===== src/rtl/alu_pkg.sv =====
// Shared definitions for the multi-cycle ALU: function codes, flag bit
// positions and the handshake FSM state type.
package alu_pkg;

  localparam logic [3:0] F_PASSB = 4'd0;
  localparam logic [3:0] F_ADD   = 4'd1;
  localparam logic [3:0] F_SUB   = 4'd2;
  localparam logic [3:0] F_AND   = 4'd3;
  localparam logic [3:0] F_OR    = 4'd4;
  localparam logic [3:0] F_XOR   = 4'd5;
  localparam logic [3:0] F_SHL   = 4'd6;
  localparam logic [3:0] F_SHR   = 4'd7;
  localparam logic [3:0] F_SRA   = 4'd8;
  localparam logic [3:0] F_MUL   = 4'd9;

  localparam int FLG_Z = 0;
  localparam int FLG_N = 1;
  localparam int FLG_C = 2;
  localparam int FLG_V = 3;

  typedef enum logic [1:0] {
    IDLE = 2'd0,
    BUSY = 2'd1,
    DONE = 2'd2
  } state_e;

  function automatic logic is_shift(input logic [3:0] f);
    return (f == F_SHL) || (f == F_SHR) || (f == F_SRA);
  endfunction

endpackage


===== src/rtl/alu_mc_iter.sv =====
// Iterative datapath for shifts (one bit per cycle) and shift-add multiply
// (one partial product per cycle). done/result/carry describe the step being
// taken in the current cycle, so the caller can capture the final value on the
// same edge that completes the operation.
module alu_mc_iter
  import alu_pkg::*;
#(
  parameter int WIDTH = 16,
  parameter int SHW   = $clog2(WIDTH)
) (
  input  logic             clk,
  input  logic             rst,
  input  logic             start,
  input  logic [3:0]       op,
  input  logic [WIDTH-1:0] a,
  input  logic [WIDTH-1:0] b,
  output logic             done,
  output logic [WIDTH-1:0] result,
  output logic             carry
);

  localparam int CW = $clog2(WIDTH + 1);

  logic               busy;
  logic [3:0]         op_q;
  logic [CW-1:0]      cnt;
  // Shifts use the low half as the shift register; multiply uses the whole
  // register as {partial sum, remaining multiplier bits}.
  logic [2*WIDTH-1:0] prod;
  logic [WIDTH-1:0]   mcand;

  logic [WIDTH:0]     sum;
  logic [2*WIDTH-1:0] step_prod;
  logic               step_cry;

  // One iteration of the selected operation.
  always_comb begin
    sum       = '0;
    step_prod = prod;
    step_cry  = 1'b0;
    case (op_q)
      F_SHL: begin
        step_prod[WIDTH-1:0] = {prod[WIDTH-2:0], 1'b0};
        step_cry             = prod[WIDTH-1];
      end
      F_SHR: begin
        step_prod[WIDTH-1:0] = {1'b0, prod[WIDTH-1:1]};
        step_cry             = prod[0];
      end
      F_SRA: begin
        step_prod[WIDTH-1:0] = {prod[WIDTH-1], prod[WIDTH-1:1]};
        step_cry             = prod[0];
      end
      default: begin
        sum       = {1'b0, prod[2*WIDTH-1:WIDTH]} +
                    ({1'b0, mcand} & {(WIDTH+1){prod[0]}});
        step_prod = {sum, prod[WIDTH-1:1]};
        step_cry  = |step_prod[2*WIDTH-1:WIDTH];
      end
    endcase
  end

  assign done   = busy && (cnt == CW'(1));
  assign result = step_prod[WIDTH-1:0];
  assign carry  = step_cry;

  // Load operands on start, then iterate until the step count runs out.
  always_ff @(posedge clk or posedge rst) begin
    if (rst) begin
      busy  <= 1'b0;
      op_q  <= F_PASSB;
      cnt   <= '0;
      prod  <= '0;
      mcand <= '0;
    end else if (start) begin
      busy  <= 1'b1;
      op_q  <= op;
      mcand <= a;
      if (op == F_MUL) begin
        prod <= {{WIDTH{1'b0}}, b};
        cnt  <= CW'(WIDTH);
      end else begin
        prod <= {{WIDTH{1'b0}}, a};
        cnt  <= CW'(b[SHW-1:0]);
      end
    end else if (busy) begin
      prod <= step_prod;
      cnt  <= cnt - CW'(1);
      if (cnt == CW'(1)) busy <= 1'b0;
    end
  end

endmodule


===== src/rtl/alu_mc.sv =====
// Multi-cycle ALU with valid/ready handshakes on both sides. Single-cycle ops
// and zero-amount shifts complete in one cycle; non-zero shifts and multiply
// are handed to the iterative datapath. The result and flags are registered
// and held until the consumer takes them.
module alu_mc
  import alu_pkg::*;
#(
  parameter int WIDTH = 16,
  parameter int SHW   = $clog2(WIDTH)
) (
  input  logic             clk,
  input  logic             rst,
  input  logic             in_valid,
  output logic             in_ready,
  input  logic [WIDTH-1:0] alu_a,
  input  logic [WIDTH-1:0] alu_b,
  input  logic [3:0]       alu_func,
  output logic             out_valid,
  input  logic             out_ready,
  output logic [WIDTH-1:0] alu_out,
  output logic [3:0]       alu_flags
);

  state_e state;

  logic                    accept;
  logic                    iter_start;
  logic                    iter_done;
  logic                    iter_carry;
  logic [WIDTH-1:0]        iter_result;
  logic [SHW-1:0]          shamt;

  logic [WIDTH:0]          add_full;
  logic [WIDTH-1:0]        sub_res;
  logic signed [WIDTH-1:0] a_s;
  logic signed [WIDTH-1:0] b_s;
  logic [WIDTH-1:0]        sc_res;
  logic                    sc_c;
  logic                    sc_v;

  function automatic logic [3:0] make_flags(input logic [WIDTH-1:0] r,
                                            input logic c, input logic v);
    logic [3:0] f;
    f        = '0;
    f[FLG_Z] = (r == '0);
    f[FLG_N] = r[WIDTH-1];
    f[FLG_C] = c;
    f[FLG_V] = v;
    return f;
  endfunction

  assign in_ready   = (state == IDLE) & ~rst;
  assign accept     = in_valid & in_ready;
  assign shamt      = alu_b[SHW-1:0];
  assign iter_start = accept &&
                      ((alu_func == F_MUL) || (is_shift(alu_func) && (shamt != '0)));

  assign a_s      = alu_a;
  assign b_s      = alu_b;
  assign add_full = {1'b0, alu_a} + {1'b0, alu_b};
  assign sub_res  = alu_a - alu_b;

  // Single-cycle result, carry and overflow; zero-amount shifts pass A through.
  always_comb begin
    sc_res = '0;
    sc_c   = 1'b0;
    sc_v   = 1'b0;
    case (alu_func)
      F_PASSB: sc_res = alu_b;
      F_ADD: begin
        sc_res = add_full[WIDTH-1:0];
        sc_c   = add_full[WIDTH];
        sc_v   = (a_s[WIDTH-1] == b_s[WIDTH-1]) && (sc_res[WIDTH-1] != a_s[WIDTH-1]);
      end
      F_SUB: begin
        sc_res = sub_res;
        sc_c   = alu_a < alu_b;
        sc_v   = (a_s[WIDTH-1] != b_s[WIDTH-1]) && (sc_res[WIDTH-1] != a_s[WIDTH-1]);
      end
      F_AND:               sc_res = alu_a & alu_b;
      F_OR:                sc_res = alu_a | alu_b;
      F_XOR:               sc_res = alu_a ^ alu_b;
      F_SHL, F_SHR, F_SRA: sc_res = alu_a;
      default:             sc_res = '0;
    endcase
  end

  alu_mc_iter #(
    .WIDTH (WIDTH),
    .SHW   (SHW)
  ) u_iter (
    .clk    (clk),
    .rst    (rst),
    .start  (iter_start),
    .op     (alu_func),
    .a      (alu_a),
    .b      (alu_b),
    .done   (iter_done),
    .result (iter_result),
    .carry  (iter_carry)
  );

  // Handshake FSM; result and flags are captured on entry to DONE.
  always_ff @(posedge clk or posedge rst) begin
    if (rst) begin
      state     <= IDLE;
      out_valid <= 1'b0;
      alu_out   <= '0;
      alu_flags <= '0;
    end else begin
      case (state)
        IDLE: begin
          if (accept) begin
            if (iter_start) begin
              state <= BUSY;
            end else begin
              state     <= DONE;
              out_valid <= 1'b1;
              alu_out   <= sc_res;
              alu_flags <= make_flags(sc_res, sc_c, sc_v);
            end
          end
        end
        BUSY: begin
          if (iter_done) begin
            state     <= DONE;
            out_valid <= 1'b1;
            alu_out   <= iter_result;
            alu_flags <= make_flags(iter_result, iter_carry, 1'b0);
          end
        end
        DONE: begin
          if (out_ready) begin
            state     <= IDLE;
            out_valid <= 1'b0;
          end
        end
        default: begin
          state     <= IDLE;
          out_valid <= 1'b0;
        end
      endcase
    end
  end

endmodule

===== config.mk =====
export PLATFORM = sky130hd
export DESIGN_NAME = alu_mc
export DESIGN_NICKNAME = d
export VERILOG_FILES = /design/src/rtl/alu_pkg.sv /design/src/rtl/alu_mc_iter.sv /design/src/rtl/alu_mc.sv
export SDC_FILE = /design/constraint.sdc
export NUM_CORES = 1
export LEC_CHECK = 0
export ABC_CLOCK_PERIOD_IN_PS = 4120
export CAP_MARGIN = 20
export CORE_MARGIN = 2
export CORE_UTILIZATION = 60
export DETAILED_ROUTE_END_ITERATION = 8
export GPL_TIMING_DRIVEN = 1
export HOLD_SLACK_MARGIN = 0.12
export PLACE_DENSITY = 0.82
export SLEW_MARGIN = 10
export SYNTH_ARGS = -nofsm -noshare
export SYNTH_HDL_FRONTEND = slang
export SYNTH_SLANG_ARGS = --single-unit

===== constraint.sdc =====
create_clock -name clk -period 4.12 [get_ports clk]
set_input_delay 0.824 -clock clk [delete_from_list [all_inputs] [get_ports clk]]
set_output_delay 0.824 -clock clk [all_outputs]
set_load 0.005 [all_outputs]

Word level (Yosys, flattened, before mapping)
Cells that the tools add are included.
Cells by class
  add/sub/neg operators: 4
  $lt $le $gt $ge: 1
  equality and inequality tests: 24
  muxes and demuxes: 33
  bitwise logic cells: 7
  reductions and logical operators: 23
Operator list (count)
  16-bit one-hot mux with 7 select lines: 1
  16-bit two-way mux: 5
  32-bit two-way mux: 2
  16-bit one-hot mux with 3 select lines: 1
  16-bit logical NOT: 2
  16-bit one-hot mux with 2 select lines: 1
  4-bit by 3-bit equality test with 1-bit output, second input constant: 6
  16-bit by 16-bit adder with 17-bit output: 1
  16-bit by 17-bit adder with 17-bit output: 1
  16-bit by 17-bit AND with 17-bit output: 1
  16-bit AND: 1
  16-bit < comparator: 1
  16-bit bitwise OR: 1
  16-bit OR reduction: 1
  16-bit subtractor: 1
  16-bit bitwise XOR: 1
  5-bit two-way mux: 3
  4-bit equality test, second input constant: 3
  4-bit two-way mux: 3
  4-bit by 2-bit equality test with 1-bit output, second input constant: 2
  2-bit two-way mux: 4
  2-bit != test, second input constant: 4
  4-bit one-hot mux with 2 select lines: 1
  4-bit AND reduction: 2
  24 further kinds: 43
Storage, ports and cells
  register bits after elaboration: 81
  input port bits: 40
  output and inout bits: 22
  word-level logic and storage cells: 102

Longest topological paths before layout
Gate-level depths: netlist (run 1).
  word-level depth: 9
  depth in mapped cells: 15
  depth with buffers taken out: 13

Cells and area by module
From an unflattened synthesis (run 1), not the netlist that was laid out.
Second synthesis, totals
  cells, all modules: 939
  area, all modules: 7863.8 sq um
By module, submodules not included
  alu_mc: instances 1, cells each 532, area an instance 3968.8 sq um, sequential area each 550.5 sq um
  alu_mc_iter: instances 1, cells each 407, area an instance 3895.0 sq um, sequential area each 1451.4 sq um

Worst setup path after synthesis (run 1)
No wires, ideal clock.
  path kind: input to register
  start point: input port alu_a[6]
  end point: register alu_flags[0]
  library setup time: 92 ps
  arrival: 3638 ps
  data required time: 4028 ps
  slack: 391 ps
  cell stages on the path: 11
  buffers on the path: 1
  cells stage by stage: inv_1 ha_1 clkbuf_1 a2111oi_0 o21a_1 a21oi_1 a221o_1 a221o_1 or4_1 or3_1 o31ai_2
Between the ends
  word-level cells in the longest chain between the ends: 6
  elaborated cells between the ends (all ways): 10
  classes of those cells: add/sub (2); mux (4); bitwise (3); reduce/logical (1)
Ends and longest elaborated chain
  start: declaration: RTL line alu_mc.sv:15  | input logic [WIDTH-1:0] alu_a,
  16-bit subtractor (tied with other cells): RTL line alu_mc.sv:61  | assign sub_res = alu_a - alu_b;
  16-bit one-hot mux with 7 select lines *: RTL line alu_mc.sv:68  | case (alu_func)
  16-bit logical NOT *: RTL line alu_mc.sv:45  | f[FLG_Z] = (r == '0);
  4-bit two-way mux *: RTL line alu_mc.sv:114  | if (iter_start) begin
  4-bit two-way mux *: RTL line alu_mc.sv:113  | if (accept) begin
  4-bit one-hot mux with 2 select lines *: RTL line alu_mc.sv:111  | case (state)
  end signal: assignment: RTL line alu_mc.sv:120  | alu_flags <= make_flags(sc_res, sc_c, sc_v);
  end signal: assignment: RTL line alu_mc.sv:129  | alu_flags <= make_flags(iter_result, iter_carry, 1'b0);
  end: declaration: RTL line alu_mc.sv:21  | output logic [3:0] alu_flags
Every way passes the cells marked *; elsewhere a longest branch is shown, timed or not. The select of a mux whose other input is x is not followed.
A chain may end at the register's enable or synchronous reset.

Final worst setup path (run 1)
  start point: input port alu_b[1]
  end point: register alu_flags[0]
Between the ends
  word-level cells in the longest chain between the ends: 6
  elaborated cells between the ends (all ways): 16
  classes of those cells: add/sub (2); eq/ne (1); mux (4); bitwise (3); reduce/logical (6)
Ends and longest elaborated chain
  start: declaration: RTL line alu_mc.sv:16  | input logic [WIDTH-1:0] alu_b,
  16-bit subtractor (tied with other cells): RTL line alu_mc.sv:61
  16-bit one-hot mux with 7 select lines / 1-bit logical AND (equally long branches): RTL line alu_mc.sv:68, alu_mc.sv:56
  16-bit logical NOT / 1-bit logical OR (equally long branches): RTL line alu_mc.sv:45, alu_mc.sv:56
  4-bit two-way mux / 1-bit logical AND (equally long branches): RTL line alu_mc.sv:114, alu_mc.sv:55
  4-bit two-way mux / 2-bit != test (equally long branches)
  4-bit one-hot mux with 2 select lines / 4-bit AND reduction (equally long branches)
Parallel ways exist; a longest one is shown, timed or not. The select of a mux whose other input is x is not followed.

==> results of run 1 <==
-- critical path, cell delays in order --
cell and delay [ps]:
clkdlybuf4s50_1 570, inv_1 130, ha_1 330, a211oi_1 290, buf_4 170, o21a_1 160, a21oi_1 70, a221o_1 350
a221o_1 330, or4_1 520, or3_1 380, o31ai_2 180
-- report_power, final --
group | switching (mW) | internal, mW | total, mW
clock network | 0.349 | 0.413 | 0.762
logic | 1.54 | 1.24 | 2.78
registers | 0.292 | 1.15 | 1.44
total | 2.18 | 2.81 | 4.99
-- through the flow --
step                      setup TNS [ps]  hold slack (ps)
after floorplan                        0              442
after global placement              -485              453
after detailed placement            -749              463
after CTS                              0              477
after global routing               -22.5              507
final                                  0              471
-- routing by layer --
metal,GRT usage (%),wire length [µm],vias to the layer above
met2,62.0,11800,493
met4,14.9,904,0
met3,8.32,2530,80
met1,49.4,10100,3834
met5,0,0,-
li1,-,-,3798
-- flip-flops by register name (all words and copies together), names as in the netlist --
name,flops
u_iter.busy,1
u_iter.mcand,16
u_iter.op_q,4
out_valid,1
u_iter.cnt,5
alu_flags,4
state,2
u_iter.prod,32
alu_out,15
-- Yosys cell counts (5+ instances only) --
cell type and n:
o31a_1 5, nor4_1 6, nand4_1 7, o41ai_1 5
a22o_1 15, nand2_1 97, o31ai_1 9, nand3_1 16
and2_1 20, a221o_1 8, a22oi_1 9, a221oi_1 5
nor4b_1 7, a31oi_1 7, nand2b_1 7, xnor2_1 16
nor2_1 84, xor2_1 5, and3_1 8, o21bai_1 7
o211ai_1 19, clkbuf_1 50, a211oi_1 8, inv_1 57
a21o_1 7, o21ai_0 86, ha_1 69, dfrtp_1 80
nor2b_1 10, nor3_1 16, mux2i_1 18, o22ai_1 5
a21oi_1 79, o2111ai_1 5, o21a_1 7
-- cell type report --
class                      count  area (µm²)
clock buffer                   9         225
clock inverter                 7        55.1
fill                         893        2520
inverter                      57         215
multi-input combinational    749        5070
sequential                    80        2000
tap                          168         210
timing repair buffer         215        1770
-- worst paths after layout --
| path | end | slack (ps) | cells after the start |
|---|---|---|---|
| worst max-delay path | alu_flags[0]$_DFFE_PP0P_ | 100 | 12 |
| worst min-delay path | u_iter.mcand[2]$_DFFE_PP0P_ | 470 | 2 |
| worst max register to register | alu_flags[2]$_DFFE_PP0P_ | 420 | 13 |
| worst min register to register | u_iter.mcand[2]$_DFFE_PP0P_ | 470 | 2 |
| max in group asynchronous | u_iter.prod[31]$_DFFE_PP0P_ | 2400 | 3 |
| min in group asynchronous | alu_out[0]$_DFFE_PP0P_ | 990 | 2 |
-- logic make-up (layout without fill, tap and decap cells) --
family,after synthesis,in the layout
compound gates,330,330
xor+xnor,21,21
fa+ha+maj,72,72
buf+inv,115,288
flops,80,80
mux,21,21
simple gates,305,305
-- timing repair --
item | CTS | global route
endpoints found under the setup margin | 0 | 3
endpoints found under the hold margin | 0 | 0
gates resized for setup | 0 | 8
==> impl_metrics.json, run 1 <==
{
  "status": "finished clean",
  "period_share_pct": 97.5,
  "fp-row-count": 40,
  "synth.area.top_cells": "dfrtp_1, ha_1, o21ai_0",
  "num_antenna_cells": 0,
  "path_clk_slew_ps": 70,
  "io_pins": 62,
  "first_iter_violations": 957,
  "cellLeakagePower_nw": 4.33,
  "startpoint_type": "input pin",
  "cts_tree": "yes",
  "vdd_ir_drop_max_mv": 0.258,
  "fin_util_pct": 79.1,
  "first_pass_iters": 6,
  "setup_ws_ps": 104,
  "synthSimpleGateAreaFrac_pct": 19.9,
  "synth_compound_area_share_pct": 29.5,
  "finalHoldViolCount": 0,
  "cp.arrival_ps": 4280,
  "yosysWarnings": 0,
  "layout_common_cells": "buf_4, nand2_1, o21ai_0",
  "die-area_mm2": 0.0133,
  "die_w_um": 115,
  "rsz0062_at_grt": "true",
  "cts-root-buf": "clkbuf_16",
  "drt_wl_total_mm": 25.3,
  "fmax_ghz": 0.249,
  "synthMuxAreaShare_pct": 2.87,
  "core_mm2": 0.0121,
  "place_worst_setup_slack_ps": -332,
  "place_congestion": 0.974,
  "syn_to_final_growth_pct": 28.2,
  "cts_made_buffers": 9,
  "synth.avg_cell_area_um2": 7.89,
  "slew-limit-headroom_pct": 37.6,
  "antenna_found_initial": 0,
  "holdCritPathClass": "register to register",
  "drive_gt1_share_pct": 17.5,
  "htreeDepth": 3,
  "dp_hpwl_mm": 19.4,
  "cts_buffer_depth": 2,
  "netlist_area_mm2": 0.00745,
  "final_common_cell": "buf_4",
  "synth-edff-count": 0,
  "grt_pass1_vias": 7700,
  "postCtsSetupBuffers": 0,
  "total_power_mw": 4.99,
  "synthXorXnorAreaFrac_pct": 2.47,
  "vias_per_cell": 6.39,
  "powerDensity_mw_per_mm2": 523,
  "synth_ff_type": "dfrtp_1",
  "vias": 8205,
  "drv_slew": 0,
  "dpl_cell_area_mm2": 0.00924,
  "place_inst": 1269,
  "stdcell_count": 1285,
  "period_needed_ps": 4020,
  "cap_violations": 0,
  "grt_overflow": 0,
  "synth_top_family_by_area": "compound AO/OA/AOI/OAI gates",
  "finClkSkew_ps": 8.69,
  "synth_seq_cells": 80,
  "num-nets-final": 1224,
  "critPathKind": "input pin to register",
  "cp.required_ps": 4390,
  "postLayoutCellArea_mm2": 0.00954,
  "path_max_fanout": 3,
  "r2r-start": "u_iter.prod[0]$_DFFE_PP0P_",
  "antenna_left": 0,
  "crit_start": "alu_b[1]",
  "hold_buffers": 0,
  "setup-violations-final": 0,
  "hp-start": "u_iter.mcand[2]$_DFFE_PP0P_",
  "yosysTopAreaCell": "dfrtp_1",
  "io_buffers": 61,
  "synth_cell_types": 78,
  "synth_top_area_share_pct": 26.9,
  "end_kind": "register",
  "drc_errors": 0,
  "grt_max_degree": 52,
  "synth_fa_ha_area_share_pct": 12.4,
  "cts.sinks": 80,
  "avgRoutedWirePerCell_um": 19.7,
  "syn_nets": 1056,
  "yosysSeqAreaShare_pct": 26.9,
  "synth_cells": 944,
  "start_util_pct": 61.7,
  "async_flop_share_pct": 100,
  "fp.dieH_um": 115,
  "worstMarginPinSlew_ps": 933,
  "grt_pass1_wl_mm": 39.6,
  "clock_latency_ps": 350,
  "grt_use_total_pct": 38.0
}
No activity file was read; power rests on OpenSTA's default activity.
==> run 2, diff against run 1 <==
Settings changed: CTS_BUF_LIST from default to sky130_fd_sc_hd__clkbuf_4 sky130_fd_sc_hd__clkbuf_8 sky130_fd_sc_hd__clkbuf_16, SETUP_SLACK_MARGIN from default to 0.2, SLEW_MARGIN 10 to default.
==> run 2 against run 1 <==
  * Total power up 1.4%
  * Utilization is 3.0 points higher
  * Die area did not move
  * Design area rose by 3.8%
  * Wire length increased by 3.3%
  * Sequential cell count unchanged
  * Sequential power about the same
  * Sequential share of layout area decreased by 0.76 points
  * Via count grew 1.8%
  * Critical path type unchanged
  * Highest routed layer unchanged
==> impl_metrics.json, run 2 (synthesized netlist as in run 1, its figures left out) <==
{
  "status": "finished clean",
  "core_mm2": 0.0121,
  "grt_pass1_vias": 7720,
  "rsz0062_at_grt": "false",
  "cts-root-buf": "clkbuf_16",
  "antenna_found_initial": 0,
  "grt_overflow": 0,
  "largest_register_ffs": 32,
  "num-nets-final": 1232,
  "period_needed_ps": 3960,
  "hold_buffers": 0,
  "avgRoutedWirePerCell_um": 20.2,
  "path_max_fanout": 11,
  "stdcell_count": 1293,
  "r2r_end": "alu_flags[2]$_DFFE_PP0P_",
  "io_pins": 62,
  "critPathKind": "input pin to register",
  "holdPathStages": 2,
  "fp.dieH_um": 115,
  "cp.arrival_ps": 4220,
  "end_kind": "register",
  "htreeDepth": 3,
  "fp-row-count": 40,
  "path_clk_slew_ps": 70,
  "setup_ws_ps": 164,
  "place_congestion": 0.974,
  "r2r-start": "u_iter.prod[0]$_DFFE_PP0P_",
  "first_pass_iters": 6,
  "drv_slew": 0,
  "top_regs": "u_iter.prod (32), u_iter.mcand (16), alu_out (15)",
  "holdCritPathClass": "register to register",
  "vias_per_cell": 6.46,
  "layout_common_cells": "buf_4, nand2_1, nor2_1, o21ai_0, dfrtp_1",
  "r2r_slack_ps": 450,
  "grt_max_degree": 52,
  "cts_buffer_depth": 2,
  "drive_gt1_share_pct": 21.8,
  "worstMarginPinSlew_ps": 952,
  "hp-start": "u_iter.mcand[2]$_DFFE_PP0P_",
  "period_share_pct": 96.0,
  "powerDensity_mw_per_mm2": 511,
  "min_to": "u_iter.mcand[2]$_DFFE_PP0P_",
  "cellLeakagePower_nw": 4.49,
  "first_iter_violations": 887,
  "cts.sinks": 80,
  "total_power_mw": 5.06,
  "grt_use_total_pct": 38.1,
  "die_w_um": 115,
  "vdd_ir_drop_max_mv": 0.260,
  "num_antenna_cells": 0,
  "drc_errors": 0,
  "fmax_ghz": 0.253,
  "io_buffers": 61,
  "place_worst_setup_slack_ps": -332,
  "startpoint_type": "input pin",
  "slew-limit-headroom_pct": 36.4,
  "finClkSkew_ps": 7.86,
  "cts_tree": "yes",
  "cts_made_buffers": 9,
  "die-area_mm2": 0.0133,
  "finalHoldViolCount": 0,
  "antenna_left": 0,
  "worst_r2r_path_depth": 13,
  "clock_latency_ps": 350,
  "setup-violations-final": 0,
  "top_register": "u_iter.prod",
  "dp_hpwl_mm": 19.4,
  "grt_pass1_wl_mm": 39.7,
  "cp.required_ps": 4380,
  "final_common_cell": "buf_4",
  "start_util_pct": 61.7,
  "syn_to_final_growth_pct": 33.0,
  "place_inst": 1269,
  "vias": 8350,
  "cap_violations": 0,
  "drt_wl_total_mm": 26.2
}
-- run 2: changes by cell type in the layout (fill, tap and decap cells not counted), moves of 3 or more --
cell,previous run,this run
ha_4,0,7
a21oi_1,79,76
o21ai_0,85,81
a21oi_2,0,3
inv_1,56,48
clkdlybuf4s50_1,61,49
ha_1,69,58
inv_2,0,8
ha_2,0,4
dlymetal6s2s_1,0,11
a2111oi_4,0,3
o21ai_2,1,5
buf_4,154,160
-- run 2: worst max path at each step --
stage                     depth (start not counted)  slack, ps                       end   startpoint
after floorplan                                  11        390  alu_flags[0]$_DFFE_PP0P_     alu_a[6]
after global placement                           13       -250  alu_flags[0]$_DFFE_PP0P_     alu_b[2]
after detailed placement                         15       -330  alu_flags[0]$_DFFE_PP0P_     alu_a[0]
after CTS                                        11        190  alu_flags[0]$_DFFE_PP0P_     alu_a[6]
after global routing                             12         90  alu_flags[0]$_DFFE_PP0P_  alu_func[3]
final                                            11        160  alu_flags[0]$_DFFE_PP0P_  alu_func[3]
-- run 2: timing repair --
item	4_1_cts	5_1_grt
setup endpoints to repair	2	5
resized for setup	10	70
endpoints found under the hold margin	0	0
buffers inserted	1	7
pin swaps	4	21
-- run 2: power by group --
part | total [mW] | internal [mW] | switching [mW]
logic | 2.85 | 1.28 | 1.57
registers | 1.45 | 1.15 | 0.295
clock network | 0.759 | 0.413 | 0.346
-- run 2: area by class of cell --
type	count	area, µm²
inverters	57	215
multi-input cells	749	5340
clock inverters	7	55.1
repair buffers	223	1860
flip-flops and latches	80	2000
fillers	811	2160
well taps	168	210
clock buffers	9	225
-- run 2: layer usage --
metal,GRT usage [%],wire length (µm),vias up
li1,-,-,3817
met2,62.1,12300,481
met5,0,0,-
met3,7.95,2600,95
met1,49.8,10300,3957
met4,15.1,1000,0
-- run 2: stage by stage --
step	hold WS [ps]	util, %	instance area, µm²	setup TNS (ps)
finish	471	82.1	9900	0
global route	507	82.1	9900	0
CTS	477	79.2	9550	0
detailed placement	463	76.6	9240	-749
global placement	453	76.6	9240	-485
floorplan	442	-	7450	0
-- run 2: critical path, stage by stage --
cell and delay, ps:
clkdlybuf4s50_1 600, buf_4 250, or4b_1 250, o2bb2ai_1 110, a221oi_1 430, o211ai_1 300, nor4_4 190, nand3_1 100
or4_1 530, or3_1 400, o31ai_2 220
